`src/rtl/iot_event_arbiter_if.sv`:
```
// Request/grant bundle between device requesters and the event arbiter.
// The master side is the requester/monitor pool; the slave side is the arbiter.
interface iot_event_arbiter_if #(
  parameter int N_DEV = 4
);
  logic [N_DEV-1:0] dev_req;
  logic [N_DEV-1:0] dev_on_off;
  logic [7:0]       count_in;
  logic [N_DEV-1:0] dev_ack;
  logic [N_DEV-1:0] dev_reject;
  logic             change;
  logic             on_off;
  logic [N_DEV-1:0] active_mask;
  logic             busy;

  modport master (
    output dev_req, dev_on_off, count_in,
    input  dev_ack, dev_reject, change, on_off, active_mask, busy
  );

  modport slave (
    input  dev_req, dev_on_off, count_in,
    output dev_ack, dev_reject, change, on_off, active_mask, busy
  );
endinterface

```
`src/rtl/iot_event_arbiter.sv`:
```
// Round-robin arbiter that serialises device on/off events into monitor
// increment/decrement strobes, rejecting redundant or out-of-range events.
module iot_event_arbiter #(
  parameter int N_DEV = 4
) (
  input  logic               clk,
  input  logic               rst,
  iot_event_arbiter_if.slave bus
);
  localparam int PW = (N_DEV > 2) ? $clog2(N_DEV) : 1;

  typedef enum logic [1:0] {IDLE, ISSUE, SETTLE} state_e;

  state_e           state_q, state_d;
  logic [PW-1:0]    rr_q, rr_d;
  logic [N_DEV-1:0] mask_q, mask_d;
  logic [N_DEV-1:0] ack_q, ack_d;
  logic [N_DEV-1:0] rej_q, rej_d;
  logic             chg_q, chg_d;
  logic             oo_q, oo_d;
  logic             busy_q, busy_d;

  logic             found;
  logic [PW-1:0]    win;
  logic [PW-1:0]    cand;

  // First requester at or after rr_q, wrapping modulo N_DEV.
  always_comb begin
    found = 1'b0;
    win   = '0;
    cand  = '0;
    for (int i = 0; i < N_DEV; i++) begin
      cand = PW'((int'(rr_q) + i) % N_DEV);
      if (!found && bus.dev_req[cand]) begin
        found = 1'b1;
        win   = cand;
      end
    end
  end

  logic want;
  logic reject;

  always_comb begin
    state_d = state_q;
    rr_d    = rr_q;
    mask_d  = mask_q;
    ack_d   = '0;
    rej_d   = '0;
    chg_d   = 1'b0;
    oo_d    = oo_q;
    want    = bus.dev_on_off[win];
    reject  = (want == mask_q[win]) ||
              (want && (bus.count_in == 8'hFF)) ||
              (!want && (bus.count_in == 8'h00));
    case (state_q)
      IDLE: begin
        if (found) begin
          state_d = ISSUE;
          rr_d    = PW'((int'(win) + 1) % N_DEV);
          if (reject) begin
            rej_d[win] = 1'b1;
          end else begin
            ack_d[win]  = 1'b1;
            chg_d       = 1'b1;
            oo_d        = want;
            mask_d[win] = want;
          end
        end
      end
      ISSUE:   state_d = SETTLE;
      SETTLE:  state_d = IDLE;
      default: state_d = IDLE;
    endcase
    busy_d = (state_d != IDLE);
  end

  always_ff @(posedge clk) begin
    if (!rst) begin
      state_q <= IDLE;
      rr_q    <= '0;
      mask_q  <= '0;
      ack_q   <= '0;
      rej_q   <= '0;
      chg_q   <= 1'b0;
      oo_q    <= 1'b0;
      busy_q  <= 1'b0;
    end else begin
      state_q <= state_d;
      rr_q    <= rr_d;
      mask_q  <= mask_d;
      ack_q   <= ack_d;
      rej_q   <= rej_d;
      chg_q   <= chg_d;
      oo_q    <= oo_d;
      busy_q  <= busy_d;
    end
  end

  assign bus.dev_ack     = ack_q;
  assign bus.dev_reject  = rej_q;
  assign bus.change      = chg_q;
  assign bus.on_off      = oo_q;
  assign bus.active_mask = mask_q;
  assign bus.busy        = busy_q;
endmodule

```
`src/flat_wrapper.sv`:
```
// flat-port wrapper written by rule: the top's interface ports become plain ports
module iot_event_arbiter_flat 
#(
  parameter int N_DEV = 4
)
  (clk, rst, bus_dev_req, bus_dev_on_off, bus_count_in, bus_dev_ack, bus_dev_reject, bus_change, bus_on_off, bus_active_mask, bus_busy);
  iot_event_arbiter_if #(.N_DEV(N_DEV)) bus_i ();
  input  logic clk;
  input  logic rst;
  input wire logic [$bits(bus_i.dev_req)-1:0] bus_dev_req;
  input wire logic [$bits(bus_i.dev_on_off)-1:0] bus_dev_on_off;
  input wire logic [$bits(bus_i.count_in)-1:0] bus_count_in;
  output wire logic [$bits(bus_i.dev_ack)-1:0] bus_dev_ack;
  output wire logic [$bits(bus_i.dev_reject)-1:0] bus_dev_reject;
  output wire logic [$bits(bus_i.change)-1:0] bus_change;
  output wire logic [$bits(bus_i.on_off)-1:0] bus_on_off;
  output wire logic [$bits(bus_i.active_mask)-1:0] bus_active_mask;
  output wire logic [$bits(bus_i.busy)-1:0] bus_busy;
  assign bus_i.dev_req = bus_dev_req;
  assign bus_i.dev_on_off = bus_dev_on_off;
  assign bus_i.count_in = bus_count_in;
  assign bus_dev_ack = bus_i.dev_ack;
  assign bus_dev_reject = bus_i.dev_reject;
  assign bus_change = bus_i.change;
  assign bus_on_off = bus_i.on_off;
  assign bus_active_mask = bus_i.active_mask;
  assign bus_busy = bus_i.busy;
  iot_event_arbiter #(.N_DEV(N_DEV)) u_core (.clk(clk), .rst(rst), .bus(bus_i));
endmodule
```
`config.mk`:
```
export PLATFORM = sky130hd
export DESIGN_NAME = iot_event_arbiter_flat
export DESIGN_NICKNAME = d
export VERILOG_FILES = /design/src/rtl/iot_event_arbiter_if.sv /design/src/rtl/iot_event_arbiter.sv /design/src/flat_wrapper.sv
export SDC_FILE = /design/constraint.sdc
export NUM_CORES = 1
export LEC_CHECK = 0
export CORE_MARGIN = 4
export CORE_UTILIZATION = 47
export CTS_BUF_LIST = sky130_fd_sc_hd__clkbuf_16
export DETAILED_ROUTE_END_ITERATION = 16
export PLACE_DENSITY = 0.82
export SLEW_MARGIN = 40
export SYNTH_ARGS = -nofsm -noshare
export SYNTH_HDL_FRONTEND = slang
export SYNTH_SLANG_ARGS = --single-unit
export TNS_END_PERCENT = 1
```
`constraint.sdc`:
```
create_clock -name clk -period 4.6 [get_ports clk]
set_input_delay 0.92 -clock clk [delete_from_list [all_inputs] [get_ports clk]]
set_output_delay 0.92 -clock clk [all_outputs]
set_load 0.05 [all_outputs]
```
==> key figures, run 1 <==
Synthesis
  • Most common cell in the netlist: dfxtp_1
  • Yosys reg bits: 19
  • Ys Warns: 0
  • Post-synth EDFFs: 0
  • Main synth FF type: dfxtp_1
  • Async SR Flop Fraction: 0
  • Syn Area/Cell: slightly below 9 um^2
  • Synth cell types: 35
  • Yosys top cell area share: 0.401
  • Cell count after synthesis: 107
  • Synth area leaders: dfxtp_1 (40%), ha_1 (5.3%), nor3b_1 (4.7%)
  • Syn Nets: 129
  • Post-synth top cells: dfxtp_1 (19), nand2_1 (10), nor2_1 (8)
  • Mapped Area: ~950 um^2
  • Sequential area share after synthesis: 0.401
  • Cell taking the most area after synthesis: dfxtp_1

Power and ir drop
  • Lkg Pwr: roughly 0.53 nW
  • Peak VDD IR: around 400 uV
  • PwrDens: around 450 mW/mm^2

Final layout
  • Fillcell total: between 100 and 150
  • Post-route cell area: 0.00136 mm^2
  • Fin nets: around 160
  • N_diodes: 0
  • Area growth syn-to-layout: 43.4%
  • Share of cells above drive strength 1: 0.0786

Clock tree
  • Clk sinks: 19
  • H-tree Lvls: 1
  • CTS resizes: 0
  • Reg clk slew, reported paths: ~50 ps
  • CTS tree: built
  • Num CTS Buffers: 3
  • Deepest clock path buffer count: 2
  • Insertion delay to the later sink of the worst-skew pair: ~240 ps
  • Clock root cell: clkbuf_16
  • Cts hold-fix bufs: 0
  • Setup bufs post-CTS: 0

Routing
  • Final WL: around 2200 um
  • DRC errors left: 0
  • Avg WL per Cell: around 14 um
  • First-pass DRT Iterations: 4
  • Vias per inst: 5.41
  • Initial DRC Count: 18
  • Vias: 892
  • Post-DRT Antenna Nets: 0

GRT
  • All-layer global routing usage: 0.172
  • First-pass GRT wire length: approximately 3600 um
  • Grt ovf: 0
  • Largest net degree at the start of global routing: 12
  • Vias in the first global route: slightly above 800
  • Initial antenna violation count: 0

Die
  • Initial Util: 0.521
  • Die height: 52.9 um
  • Num rows: 15
  • Core ar.: ~0.0018 mm^2
  • Ports: 33
  • Die Span X: about 53 um
  • Die Area: 0.00280 mm^2

Timing
  • Period minus WS final: 3030 ps
  • Final setup vio count: 0
  • Worst-margin pin slew: 598 ps
  • Relative slew slack: 0.600
  • Final Slew Violations: 0
  • Period Utilization, post-route: 0.659
  • Fin Setup TNS: 0 ps
  • Hold Slack: about 460 ps
  • Final setup margin: between 1500 and 2000 ps
  • Skew final: 0.989 ps
  • Fin. Hold Viols: 0
  • RSZ-0062 raised after global routing: false
  • F_max: approximately 0.33 GHz

Placement
  • Dpl cell area: between 0.001 and 0.0015 mm^2
  • Placement-stage worst setup slack: ~1400 ps
  • HPWL Detailed: ~1700 um
  • Placer Congestion: 0.799
  • IO buf count: 32

Outcome
  • Status: complete, no violations

Job
  • Max Cap Violations: 0

Worst setup path
  • CP dominant cell by count: and3_1
  • Slowest-stage cell, CP: clkdlybuf4s50_1
  • Cells along the critical path: clkdlybuf4s50_1 -> nor2b_1 -> o21bai_1 -> and3_1 -> a311oi_1 -> a211o_1 -> and3_1 -> a311o_1
  • CP peak stage delay: about 460 ps
  • Crit end category: flip-flop
  • Data required, critical path: 4730 ps
  • Worst Path Max Fanout: 10
  • CP startpoint kind: input pin
  • Critical path type: input pin to flip-flop
  • Arr. time, crit path: around 3200 ps

Worst hold path
  • Worst Hold Class: flip-flop to flip-flop
layout make-up:
| class | instances | area (um^2) | area share |
|---|---|---|---|
| Sequential cell | 19 | 380 | 0.280 |
| Timing Repair Buffer | 32 | 320 | 0.236 |
| Multi-Input combinational cell | 80 | 529 | 0.389 |
| Tap cell | 25 | 31.3 | 0.0230 |
| Inverter | 5 | 18.8 | 0.0138 |
| Clock buffer | 3 | 75.1 | 0.0552 |
| Clock inverter | 1 | 5.00 | 0.00368 |
metal layers:
| metal | global-route usage | up-vias | share of wire |
|---|---|---|---|
| met5 | 0 | - | 0 |
| met4 | 0.0170 | 0 | 0.0036 |
| met3 | 0.0563 | 2 | 0.033 |
| met2 | 0.300 | 19 | 0.51 |
| met1 | 0.212 | 416 | 0.45 |
| li1 | - | 455 | - |
worst paths after layout:
kind | start | to | slack [ps] | cells after the start
setup / recovery | bus_dev_req[0] | u_core.bus.active_mask[0] | 1570 | 8
hold / removal | u_core.bus.on_off | u_core.bus.on_off | 460 | 2
setup reg to reg | u_core.rr_q[1] | u_core.bus.active_mask[0] | 2390 | 7
hold reg to reg | u_core.bus.on_off | u_core.bus.on_off | 460 | 2
sequential cells by signal, indices dropped and copies added (netlist names):
signal,flops
u_core.state_q,2
u_core.bus.active_mask,4
u_core.bus.dev_ack,4
u_core.bus.change,1
u_core.bus.busy,1
u_core.bus.dev_reject,4
u_core.rr_q,2
u_core.bus.on_off,1
through the flow:
step	util	instances	power [mW]
2_1_floorplan	-	107	0.374
3_3_place_gp	0.703	161	0.433
3_5_place_dp	0.703	161	0.437
4_1_cts	0.747	165	0.612
5_1_grt	0.747	165	0.642
6_report	0.747	165	0.609
report_power, final:
group	internal, mW	total [mW]	switching (mW)
sequential	0.187	0.202	0.0150
combinational	0.0905	0.235	0.145
clock	0.116	0.172	0.0556
total	0.394	0.609	0.215
logic make-up after synthesis:
logic type / Yosys count / synth area share
and+or+nand+nor: 51 / 0.305
AOI/OAI and AO/OA: 24 / 0.190
DFF: 19 / 0.401
buffers and inverters: 8 / 0.0409
adders and majority gates: 4 / 0.0528
muxes: 1 / 0.0106
critical path, delay by kind of cell:
family	cells	cell delay, ps
AOI/OAI and AO/OA	4	950
and+or+nand+nor	3	810
buffers and inverters	1	460
layout by cell type, fill, tap and decap left out, drive strengths merged, types with 2 or more instances in the layout:
cell	instances
clkdlybuf4s50	32
dfxtp	19
nand2	11
nor2	9
and3	6
nor3b	6
nor2b	5
inv	5
a31oi	4
ha	4
or2	3
o21ai	3
a21oi	3
o2bb2ai	3
clkbuf	3
o21bai	2
a211o	2
nand2b	2
a311oi	2
nand4	2
nor4	2
or4	2
Power figures use the tool's default switching activity.
==> run 2, diff against run 1 <==
CORE_UTILIZATION = 44   (was 47)
PLACE_DENSITY = 0.77   (was 0.82)
clock period = 2.9 ns   (was 4.6 ns; I/O delays follow)
==> key figures, run 2 (synthesis results as in run 1) <==
Outcome
  • Status: complete, no violations

Die
  • Die height: 54.4 um (+2.8%)
  • Num rows: 16 (+1)
  • Die Span X: 54.4 um (+2.8%)
  • Initial Util: 0.474 (-0.0472)
  • Core ar.: 0.00200 mm^2 (+10%)
  • Die Area: 0.00296 mm^2 (+5.8%)
  • Ports: 33 (unchanged)

Worst setup path
  • Slowest-stage cell, CP: clkdlybuf4s50_1
  • Worst r2r path cells: 7 (unchanged)
  • Data required, critical path: 3030 ps (-1700 ps)
  • Worst Path Max Fanout: 10 (unchanged)
  • CP startpoint kind: input pin
  • CP peak stage delay: 480 ps (+20 ps)
  • Worst r2r dst: u_core.bus.active_mask[0]
  • CP bufs+invs: 1 (unchanged)
  • Critical R2R Launch: u_core.rr_q[1]
  • Crit path max-delay family: compound AO/OA/AOI/OAI gates
  • Arr. time, crit path: 2730 ps (-430 ps)
  • Crit end category: flip-flop
  • R2r setup slk: 810 ps (-1580 ps)
  • Cells along the critical path: clkdlybuf4s50_1 -> nor2b_1 -> a211oi_2 -> nor2_4 -> a311oi_1 -> a211o_1 -> and3_1 -> a311o_1
  • Critical path type: input pin to flip-flop

Routing
  • DRC errors left: 0 (unchanged)
  • Avg WL per Cell: 13.5 um (-0.32%)
  • First-pass DRT Iterations: 4 (unchanged)
  • Initial DRC Count: 14 (-4)
  • Vias per inst: 5.30 (-2.0%)
  • Final WL: 2320 um (+3.3%)
  • Post-DRT Antenna Nets: 0 (unchanged)
  • Vias: 906 (+1.6%)

Clock tree
  • Insertion delay to the later sink of the worst-skew pair: 250 ps (about the same)
  • CTS resizes: 0 (unchanged)
  • Clk sinks: 19 (unchanged)
  • Setup bufs post-CTS: 0 (unchanged)
  • Num CTS Buffers: 3 (unchanged)
  • H-tree Lvls: 1 (unchanged)
  • Deepest clock path buffer count: 2 (unchanged)
  • Clock root cell: clkbuf_16
  • CTS tree: built
  • Reg clk slew, reported paths: 50 ps (about the same)
  • Cts hold-fix bufs: 0 (unchanged)

Worst hold path
  • Worst Hold Class: flip-flop to flip-flop
  • Worst Hold Path EP: u_core.bus.active_mask[2]
  • Min-delay src: u_core.bus.active_mask[2]
  • Hold-critical path depth: 2 (unchanged)

Final layout
  • Fillcell total: 160 (+13%)
  • Area growth syn-to-layout: 46.8%
  • Share of cells above drive strength 1: 0.104 (+0.0256)
  • Commonest non-fill, non-tap cell in the layout: clkdlybuf4s50_1
  • Most frequent cells in the layout: clkdlybuf4s50_1 (32), dfxtp_1 (19), nand2_1 (10), nor2_1 (8)
  • N_diodes: 0 (unchanged)
  • Final core utilization: 0.696 (-0.0515)
  • Fin nets: 167 (+2.5%)

Timing
  • Relative slew slack: 0.581 (-0.0188)
  • Worst-margin pin slew: 626 ps (+28.1 ps)
  • F_max: just under 0.4 GHz
  • Skew final: 3.28 ps (+2.30 ps)
  • Hold Slack: 474 ps (+9.89 ps)
  • Fin Setup TNS: 0 ps (unchanged)
  • Fin. Hold Viols: 0 (unchanged)
  • Final Slew Violations: 0 (unchanged)
  • Period minus WS final: roughly 2600 ps
  • Period Utilization, post-route: 0.895
  • Final setup vio count: 0 (unchanged)
  • RSZ-0062 raised after global routing: false

Power and ir drop
  • PwrDens: 705 mW/mm^2 (+57%)
  • Peak VDD IR: 675 uV (+67%)
  • Total power: 981 uW (+61%)
  • Lkg Pwr: 0.550 nW (+3.3%)

Job
  • Max Cap Violations: 0 (unchanged)

Placement
  • IO buf count: 32 (unchanged)
  • HPWL Detailed: 1860 um (+8.9%)
  • Placer Congestion: 0.821 (+2.7%)

GRT
  • First-pass GRT wire length: 3690 um (+3.5%)
  • Largest net degree at the start of global routing: 12 (unchanged)
  • Initial antenna violation count: 0 (unchanged)
  • All-layer global routing usage: 0.178 (+0.00575)
  • Vias in the first global route: 855 (+3.4%)
  • Grt ovf: 0 (unchanged)
==> run 2: routing by layer <==
layer  vias to the layer above  share of wire  GRT usage
li1                        467              -          -
met1                       418           0.42      0.199
met2                        19           0.53      0.317
met3                         2          0.040     0.0518
met4                         0         0.0048     0.0622
met5                         -              0          0
==> run 2: where the power goes <==
group          total [mW]  internal (mW)  leakage [nW]  switching [mW]
Clock               0.276          0.185        0.0409          0.0913
Combinational       0.387          0.154         0.353           0.233
Sequential          0.319          0.297         0.156          0.0221
Total               0.981          0.635         0.550           0.346
==> run 2: cell type report <==
class / count / area (um^2) / area share
Multi-Input combinational cell: 80 / 529 / 0.380
Clock buffer: 3 / 75.1 / 0.0539
Clock inverter: 1 / 5.00 / 0.00359
Tap cell: 27 / 33.8 / 0.0243
Sequential cell: 19 / 380 / 0.273
Inverter: 5 / 18.8 / 0.0135
Timing Repair Buffer: 36 / 350 / 0.252
==> run 2: worst min-delay path: cells and delay by family (launching register included) <==
family,cells,cell delay [ps]
AOI/OAI and AO/OA,1,50
DFF,1,320
and+or+nand+nor,1,60
==> run 2: per-stage QoR <==
step / cells / area [um^2] / setup WS (ps)
2_1_floorplan: 107 / 948 / 612
3_3_place_gp: 167 / 1310 / 163
3_5_place_dp: 167 / 1310 / 50.8
4_1_cts: 171 / 1390 / 309
5_1_grt: 171 / 1390 / 143
6_report: 171 / 1390 / 305
==> run 2: how the worst max path moves through the flow <==
stage / slack, ps / to / cells after the start / from
final: 310 / u_core.bus.active_mask[0] / 8 / bus_dev_req[2]
after global routing: 140 / u_core.bus.active_mask[0] / 8 / bus_dev_req[1]
after CTS: 310 / u_core.bus.active_mask[0] / 8 / bus_dev_req[2]
after detailed placement: 50 / u_core.bus.active_mask[0] / 8 / bus_dev_req[2]
after global placement: 160 / u_core.bus.active_mask[0] / 8 / bus_dev_req[2]
after floorplan: 610 / u_core.bus.active_mask[0] / 8 / bus_dev_req[0]
